<file path="config.mk">
export PLATFORM = sky130hd
export DESIGN_NAME = gpin_input_conditioner_flat
export DESIGN_NICKNAME = d
export VERILOG_FILES = /design/src/rtl/fpga_io_pkg.sv /design/src/rtl/gpin_input_conditioner_if.sv /design/src/rtl/gpin_filter_channel.sv /design/src/rtl/gpin_input_conditioner.sv /design/src/flat_wrapper.sv
export SDC_FILE = /design/constraint.sdc
export NUM_CORES = 1
export LEC_CHECK = 0
export CAP_MARGIN = 20
export CORE_MARGIN = 2
export CORE_UTILIZATION = 35
export DETAILED_ROUTE_END_ITERATION = 8
export PLACE_DENSITY = 0.51
export SLEW_MARGIN = 20
export SYNTH_ARGS = -nofsm -noshare
export SYNTH_HDL_FRONTEND = slang
export SYNTH_SLANG_ARGS = --single-unit
</file>
<file path="constraint.sdc">
create_clock -name clk -period 4.7 [get_ports clk]
set_input_delay 1.175 -clock clk [delete_from_list [all_inputs] [get_ports clk]]
set_output_delay 1.175 -clock clk [all_outputs]
set_load 0.02 [all_outputs]
</file>
<file path="src/rtl/fpga_io_pkg.sv">
// Shared definitions for the fabric I/O conditioners (GPIN input side and
// io_output side): filter FSM state encoding and default sizing constants.
package fpga_io_pkg;

  // Debounce filter FSM encoding.
  typedef enum logic {
    GPIN_ST_STABLE  = 1'b0,
    GPIN_ST_QUALIFY = 1'b1
  } gpin_state_e;

  // Default synchronizer depth and debounce counter width.
  localparam int GPIN_SYNC_STAGES_DEF = 2;
  localparam int GPIN_CNT_W_DEF       = 8;

endpackage

</file>
<file path="src/rtl/gpin_input_conditioner_if.sv">
// Pad-side bundle of the GPIN input conditioner: raw levels and filter
// configuration in, conditioned levels and edge pulses out.
interface gpin_input_conditioner_if #(
  parameter int NUM_PADS = 8,
  parameter int CNT_W    = 8
);

  logic [NUM_PADS-1:0] gpin_raw;
  logic                cfg_filter_en;
  logic [CNT_W-1:0]    cfg_stable_cycles;
  logic [NUM_PADS-1:0] gpin_clean;
  logic [NUM_PADS-1:0] gpin_rise;
  logic [NUM_PADS-1:0] gpin_fall;

  modport master (
    output gpin_raw,
    output cfg_filter_en,
    output cfg_stable_cycles,
    input  gpin_clean,
    input  gpin_rise,
    input  gpin_fall
  );

  modport slave (
    input  gpin_raw,
    input  cfg_filter_en,
    input  cfg_stable_cycles,
    output gpin_clean,
    output gpin_rise,
    output gpin_fall
  );

endinterface

</file>
<file path="src/rtl/gpin_filter_channel.sv">
// One GPIN channel: flop synchronizer, debounce FSM with qualify counter,
// and registered rise/fall pulses aligned with the conditioned level.
//
// state           | meaning
// ----------------+-----------------------------------------------------
// GPIN_ST_STABLE  | synchronized level equals clean output, counter 0
// GPIN_ST_QUALIFY | level differs, counting consecutive differing cycles
module gpin_filter_channel
  import fpga_io_pkg::*;
#(
  parameter int   SYNC_STAGES = GPIN_SYNC_STAGES_DEF,
  parameter int   CNT_W       = GPIN_CNT_W_DEF,
  parameter logic RESET_BIT   = 1'b0
) (
  input  logic             clk,
  input  logic             reset_n,
  input  logic             pad_raw,
  input  logic             cfg_filter_en,
  input  logic [CNT_W-1:0] cfg_stable_cycles,
  output logic             clean,
  output logic             rise,
  output logic             fall
);

  logic [SYNC_STAGES-1:0] sync_q;
  logic                   sync_lvl;
  gpin_state_e            state_q, state_d;
  logic [CNT_W-1:0]       cnt_q, cnt_d;
  logic [CNT_W-1:0]       n_eff;
  logic                   clean_q, clean_d;
  logic                   rise_q, fall_q;
  logic                   mismatch;

  assign sync_lvl = sync_q[SYNC_STAGES-1];
  assign mismatch = (sync_lvl != clean_q);
  // A programmed count of zero means "accept on first differing cycle".
  assign n_eff    = (cfg_stable_cycles == '0) ? CNT_W'(1) : cfg_stable_cycles;

  // Synchronizer chain: pure flop-to-flop shift, nothing between stages.
  always_ff @(posedge clk) begin
    if (!reset_n) begin
      sync_q <= {SYNC_STAGES{RESET_BIT}};
    end else begin
      sync_q <= {sync_q[SYNC_STAGES-2:0], pad_raw};
    end
  end

  // Next-state, counter and output level decision.
  always_comb begin
    state_d = state_q;
    cnt_d   = cnt_q;
    clean_d = clean_q;
    if (!cfg_filter_en) begin
      state_d = GPIN_ST_STABLE;
      cnt_d   = '0;
      clean_d = sync_lvl;
    end else begin
      case (state_q)
        GPIN_ST_STABLE: begin
          if (mismatch) begin
            if (n_eff == CNT_W'(1)) begin
              clean_d = sync_lvl;
            end else begin
              cnt_d   = CNT_W'(1);
              state_d = GPIN_ST_QUALIFY;
            end
          end
        end
        GPIN_ST_QUALIFY: begin
          if (!mismatch) begin
            cnt_d   = '0;
            state_d = GPIN_ST_STABLE;
          end else if (cnt_q >= n_eff - CNT_W'(1)) begin
            // >= so that lowering the threshold mid-count finishes promptly.
            clean_d = sync_lvl;
            cnt_d   = '0;
            state_d = GPIN_ST_STABLE;
          end else if (cnt_q != '1) begin
            cnt_d = cnt_q + CNT_W'(1);
          end
        end
        default: begin
          state_d = GPIN_ST_STABLE;
          cnt_d   = '0;
        end
      endcase
    end
  end

  // State, counter, level and edge-pulse registers.
  always_ff @(posedge clk) begin
    if (!reset_n) begin
      state_q <= GPIN_ST_STABLE;
      cnt_q   <= '0;
      clean_q <= RESET_BIT;
      rise_q  <= 1'b0;
      fall_q  <= 1'b0;
    end else begin
      state_q <= state_d;
      cnt_q   <= cnt_d;
      clean_q <= clean_d;
      rise_q  <= clean_d & ~clean_q;
      fall_q  <= ~clean_d & clean_q;
    end
  end

  assign clean = clean_q;
  assign rise  = rise_q;
  assign fall  = fall_q;

endmodule

</file>
<file path="src/rtl/gpin_input_conditioner.sv">
// GPIN input conditioner: NUM_PADS independent synchronize-and-debounce
// channels feeding the io_input tile pads, sharing clock, reset and config.
module gpin_input_conditioner
  import fpga_io_pkg::*;
#(
  parameter int                  NUM_PADS    = 8,
  parameter int                  SYNC_STAGES = GPIN_SYNC_STAGES_DEF,
  parameter int                  CNT_W       = GPIN_CNT_W_DEF,
  parameter logic [NUM_PADS-1:0] RESET_VALUE = '0
) (
  input  logic                    clk,
  input  logic                    reset_n,
  gpin_input_conditioner_if.slave gpin_bus
);

  logic [NUM_PADS-1:0] clean_vec;
  logic [NUM_PADS-1:0] rise_vec;
  logic [NUM_PADS-1:0] fall_vec;

  // One filter channel per pad, each with its own reset level.
  for (genvar i = 0; i < NUM_PADS; i++) begin : g_chan
    gpin_filter_channel #(
      .SYNC_STAGES (SYNC_STAGES),
      .CNT_W       (CNT_W),
      .RESET_BIT   (RESET_VALUE[i])
    ) u_chan (
      .clk               (clk),
      .reset_n           (reset_n),
      .pad_raw           (gpin_bus.gpin_raw[i]),
      .cfg_filter_en     (gpin_bus.cfg_filter_en),
      .cfg_stable_cycles (gpin_bus.cfg_stable_cycles),
      .clean             (clean_vec[i]),
      .rise              (rise_vec[i]),
      .fall              (fall_vec[i])
    );
  end

  assign gpin_bus.gpin_clean = clean_vec;
  assign gpin_bus.gpin_rise  = rise_vec;
  assign gpin_bus.gpin_fall  = fall_vec;

endmodule

</file>
<file path="src/flat_wrapper.sv">
// flat-port wrapper written by rule: the top's interface ports become plain ports
module gpin_input_conditioner_flat import fpga_io_pkg::*;
#(
  parameter int                  NUM_PADS    = 8,
  parameter int                  SYNC_STAGES = GPIN_SYNC_STAGES_DEF,
  parameter int                  CNT_W       = GPIN_CNT_W_DEF,
  parameter logic [NUM_PADS-1:0] RESET_VALUE = '0
)
  (clk, reset_n, gpin_bus_gpin_raw, gpin_bus_cfg_filter_en, gpin_bus_cfg_stable_cycles, gpin_bus_gpin_clean, gpin_bus_gpin_rise, gpin_bus_gpin_fall);
  gpin_input_conditioner_if #(.NUM_PADS(NUM_PADS), .CNT_W(CNT_W)) gpin_bus_i ();
  input  logic clk;
  input  logic reset_n;
  input wire logic [$bits(gpin_bus_i.gpin_raw)-1:0] gpin_bus_gpin_raw;
  input wire logic [$bits(gpin_bus_i.cfg_filter_en)-1:0] gpin_bus_cfg_filter_en;
  input wire logic [$bits(gpin_bus_i.cfg_stable_cycles)-1:0] gpin_bus_cfg_stable_cycles;
  output wire logic [$bits(gpin_bus_i.gpin_clean)-1:0] gpin_bus_gpin_clean;
  output wire logic [$bits(gpin_bus_i.gpin_rise)-1:0] gpin_bus_gpin_rise;
  output wire logic [$bits(gpin_bus_i.gpin_fall)-1:0] gpin_bus_gpin_fall;
  assign gpin_bus_i.gpin_raw = gpin_bus_gpin_raw;
  assign gpin_bus_i.cfg_filter_en = gpin_bus_cfg_filter_en;
  assign gpin_bus_i.cfg_stable_cycles = gpin_bus_cfg_stable_cycles;
  assign gpin_bus_gpin_clean = gpin_bus_i.gpin_clean;
  assign gpin_bus_gpin_rise = gpin_bus_i.gpin_rise;
  assign gpin_bus_gpin_fall = gpin_bus_i.gpin_fall;
  gpin_input_conditioner #(.NUM_PADS(NUM_PADS), .SYNC_STAGES(SYNC_STAGES), .CNT_W(CNT_W), .RESET_VALUE(RESET_VALUE)) u_core (.clk(clk), .reset_n(reset_n), .gpin_bus(gpin_bus_i));
endmodule
</file>
==> results.cfg <==
[drt]
wl_per_cell_um = 16.30
firstDrtPassIters = 4
wl_um = 19250
vias = 6473
ant_nets = 0
dr.first_iter.drc_count = 328
drt_drc_violations_left = 0
via_per_inst = 5.481

[synthesis]
synth.area.mux_share_pct = 1.151
synthAdderAreaFrac_pct = 11.19
yosysUniqueCellTypes = 61
syn_nets = 891
synth_edf_count = 0
syn_area_sq_um = 6955
synth_xor_area_share_pct = 2.015
ys_ff_latch = 112
synth_area_per_cell_sq_um = 8.545
async_flop_share_pct = 0
yosys_warnings = 0
ys.flop_type = dfxtp_1
synth_simple_gate_area_share_pct = 25.81
synth_top_family_by_area = simple AND/OR/NAND/NOR gates
synth_compound_area_share_pct = 21.91
ys_seq_area_share_pct = 32.24
syn_inst = 814

[cts]
cts.clk_slew.worst_paths_ns = 0.09
cts_max_path_buffers = 2
insertion_delay_ns = 0.37
numCtsBuffers = 9
cts_tree = built
cts_sinks = 112
root_buffer = clkbuf_16
hold_buffers = 0
htreeDepth = 3

[setup_path]
start_kind = input port
worstPathMaxFanout = 8
crit_arrival_ns = 4.78
cp-end-kind = flop
critical_path_class = in -> reg
cp.required_ns = 4.97

[pwr]
power_density_nw_per_um2 = 237.8
ir_drop_v = 0.0001483
p_leak_nw = 3.355

[floorplanning]
die-area_sq_um = 21020
rows = 51
start_util_pct = 35.74
die_w_um = 145.0
fp.dieH_um = 145.0
ios = 43
core_sq_um = 19460

[global_route]
grt_max_degree = 47
grt_first_pass_wirelength_um = 31220
grt_pass1_vias = 6336
overflow = 0
antenna_found_initial = 0
grtUsageTotal_pct = 18.05

[layout]
fin_util_pct = 44.74
n_antenna_cell = 0
syn_to_final_growth_pct = 25.18
drive_gt1_share_pct = 18.01
final_nets = 988

[worst_hold_path]
min_path_type = reg -> reg

[sta]
hold_viol = 0
slew_headroom_pct = 30.15
setup_violations = 0
max_freq_mhz = 221.8
worst_pin_slew_ns = 1.048
rsz0062_at_grt = no
finalCriticalPeriod_ns = 4.508
holdWs_ns = 0.4374
finalCritPeriodShare_pct = 95.92
drv_slew = 0
setup_slack_ns = 0.1920
clock_skew_ns = 0.01017

[placement]
hpwl_um = 14130
port_buffers = 42
place_ws_ns = -0.6922
place_congestion = 0.8848

[flow_run]
drv_cap = 0

[outcome]
outcome = finished, final reports clean
==> worst max-delay path, cell delays in order <==
cell,delay (ns)
clkdlybuf4s50_1,0.55
nor3_4,0.07
a21o_1,0.21
inv_2,0.08
ha_4,0.16
inv_1,0.05
or3_4,0.41
xor2_4,0.19
buf_6,0.15
ha_4,0.26
nand2_1,0.04
o21ai_1,0.12
maj3_2,0.22
a21oi_2,0.06
maj3_2,0.40
o211a_1,0.30
nor4bb_2,0.32
==> layout make-up <==
cell class                      instances  area (sq um)
Clock buffer                            9         225.2
Clock inverter                          7         93.84
Fill cell                            1902         10760
Inverter                               33         123.9
Multi-Input combinational cell        623          4544
Sequential cell                       112          2242
Tap cell                              265         331.6
Timing Repair Buffer                  132          1146
==> per-stage QoR <==
step                cell area (sq um)  setup TNS (ns)  cells  power, W
finish                           8707               0   1181  0.002071
global route                     8707               0   1181  0.002161
CTS                              8548               0   1177  0.002086
detailed placement               8074          -48.04   1155  0.001257
global placement                 8074          -38.20   1155  0.001250
floorplan                        6980         -0.1548    814  0.001143
==> metal layers <==
layer	vias up	track usage, %	part of all wire [%]	wire length, um
li1	3236	-	-	-
met1	3085	21.86	44	8494
met2	123	32.33	50	9714
met3	29	2.484	2.7	528
met4	0	6.881	2.6	508
met5	-	0	0	0
==> kinds of logic after synthesis <==
| kind of cell | Yosys count |
|---|---|
| buffers and inverters | 79 |
| XOR/XNOR | 16 |
| flip-flops | 112 |
| AND/OR/NAND/NOR | 307 |
| multiplexers | 8 |
| adder cells (fa/ha/maj) | 63 |
| AO/OA/AOI/OAI | 229 |
==> synth_stat cells (7+ instances only) <==
library cell,count,share of area [%]
xor2_1,9,1.1
dfxtp_1,112,32
ha_1,58,10
nand2b_1,14,1.3
nand3_1,24,1.7
nand4_1,26,2.3
and3_1,22,2.0
clkbuf_1,15,0.81
mux2i_1,8,1.2
nor2b_1,8,0.72
a211oi_2,9,1.6
a31oi_1,38,3.4
a211oi_1,13,1.4
nand4b_1,12,1.5
and2_1,31,2.8
nor2_1,25,1.3
inv_1,33,1.8
or4_1,8,0.86
a21oi_1,67,4.8
nand3b_1,18,1.9
nor4bb_1,16,2.3
a21o_1,11,1.2
nor4_1,9,0.81
nor3_1,14,1.0
buf_4,25,2.7
xnor2_1,7,0.88
nand2_1,63,3.4
o21ai_0,44,3.2
==> repair_timing <==
item | CTS | global route
pin swaps | 9 | 16
buffers inserted | 6 | 4
gates resized for setup | 17 | 29
endpoints found under the setup margin | 91 | 94
==> where the power goes <==
group          internal (W)  switching, W
sequential         0.000963     0.0000140
combinational      0.000127      0.000153
clock              0.000388      0.000426
total               0.00148      0.000593
==> placed cells by master, fill, tap and decap left out, types with 11 or more instances in the layout <==
cell / n
nor2_1: 24
dfxtp_1: 112
nor3_1: 13
nand3_1: 24
nand4_1: 26
nand4b_1: 12
a21oi_1: 64
clkdlybuf4s50_1: 38
nor4bb_1: 15
nand2_1: 63
o21ai_0: 38
and3_1: 22
a31oi_1: 33
nand2b_1: 14
nand3b_1: 18
a211oi_1: 13
and2_1: 31
buf_4: 84
a21o_1: 11
ha_1: 55
inv_1: 32
==> registers in the layout (all words and copies together), names as in the netlist <==
signal and flops:
u_core.g_chan.u_chan.clean 8, u_core.g_chan.u_chan.cnt_q 64, u_core.g_chan.u_chan.fall 8, u_core.g_chan.u_chan.rise 8
u_core.g_chan.u_chan.state_q 8, u_core.g_chan.u_chan.sync_q 16
==> final timing paths <==
| kind | start | cells after the start | slack [ns] | endpoint |
|---|---|---|---|---|
| worst max-delay path | gpin_bus_cfg_stable_cycles[7] | 17 | 0.19 | u_core.g_chan[3].u_chan.rise |
| worst min-delay path | u_core.g_chan[0].u_chan.sync_q[0] | 1 | 0.44 | u_core.g_chan[0].u_chan.sync_q[1] |
| worst max register to register | u_core.g_chan[1].u_chan.cnt_q[0] | 10 | 2.21 | u_core.g_chan[1].u_chan.fall |
| worst min register to register | u_core.g_chan[0].u_chan.sync_q[0] | 1 | 0.44 | u_core.g_chan[0].u_chan.sync_q[1] |
Note: power is estimated with default switching activity, not from simulation.
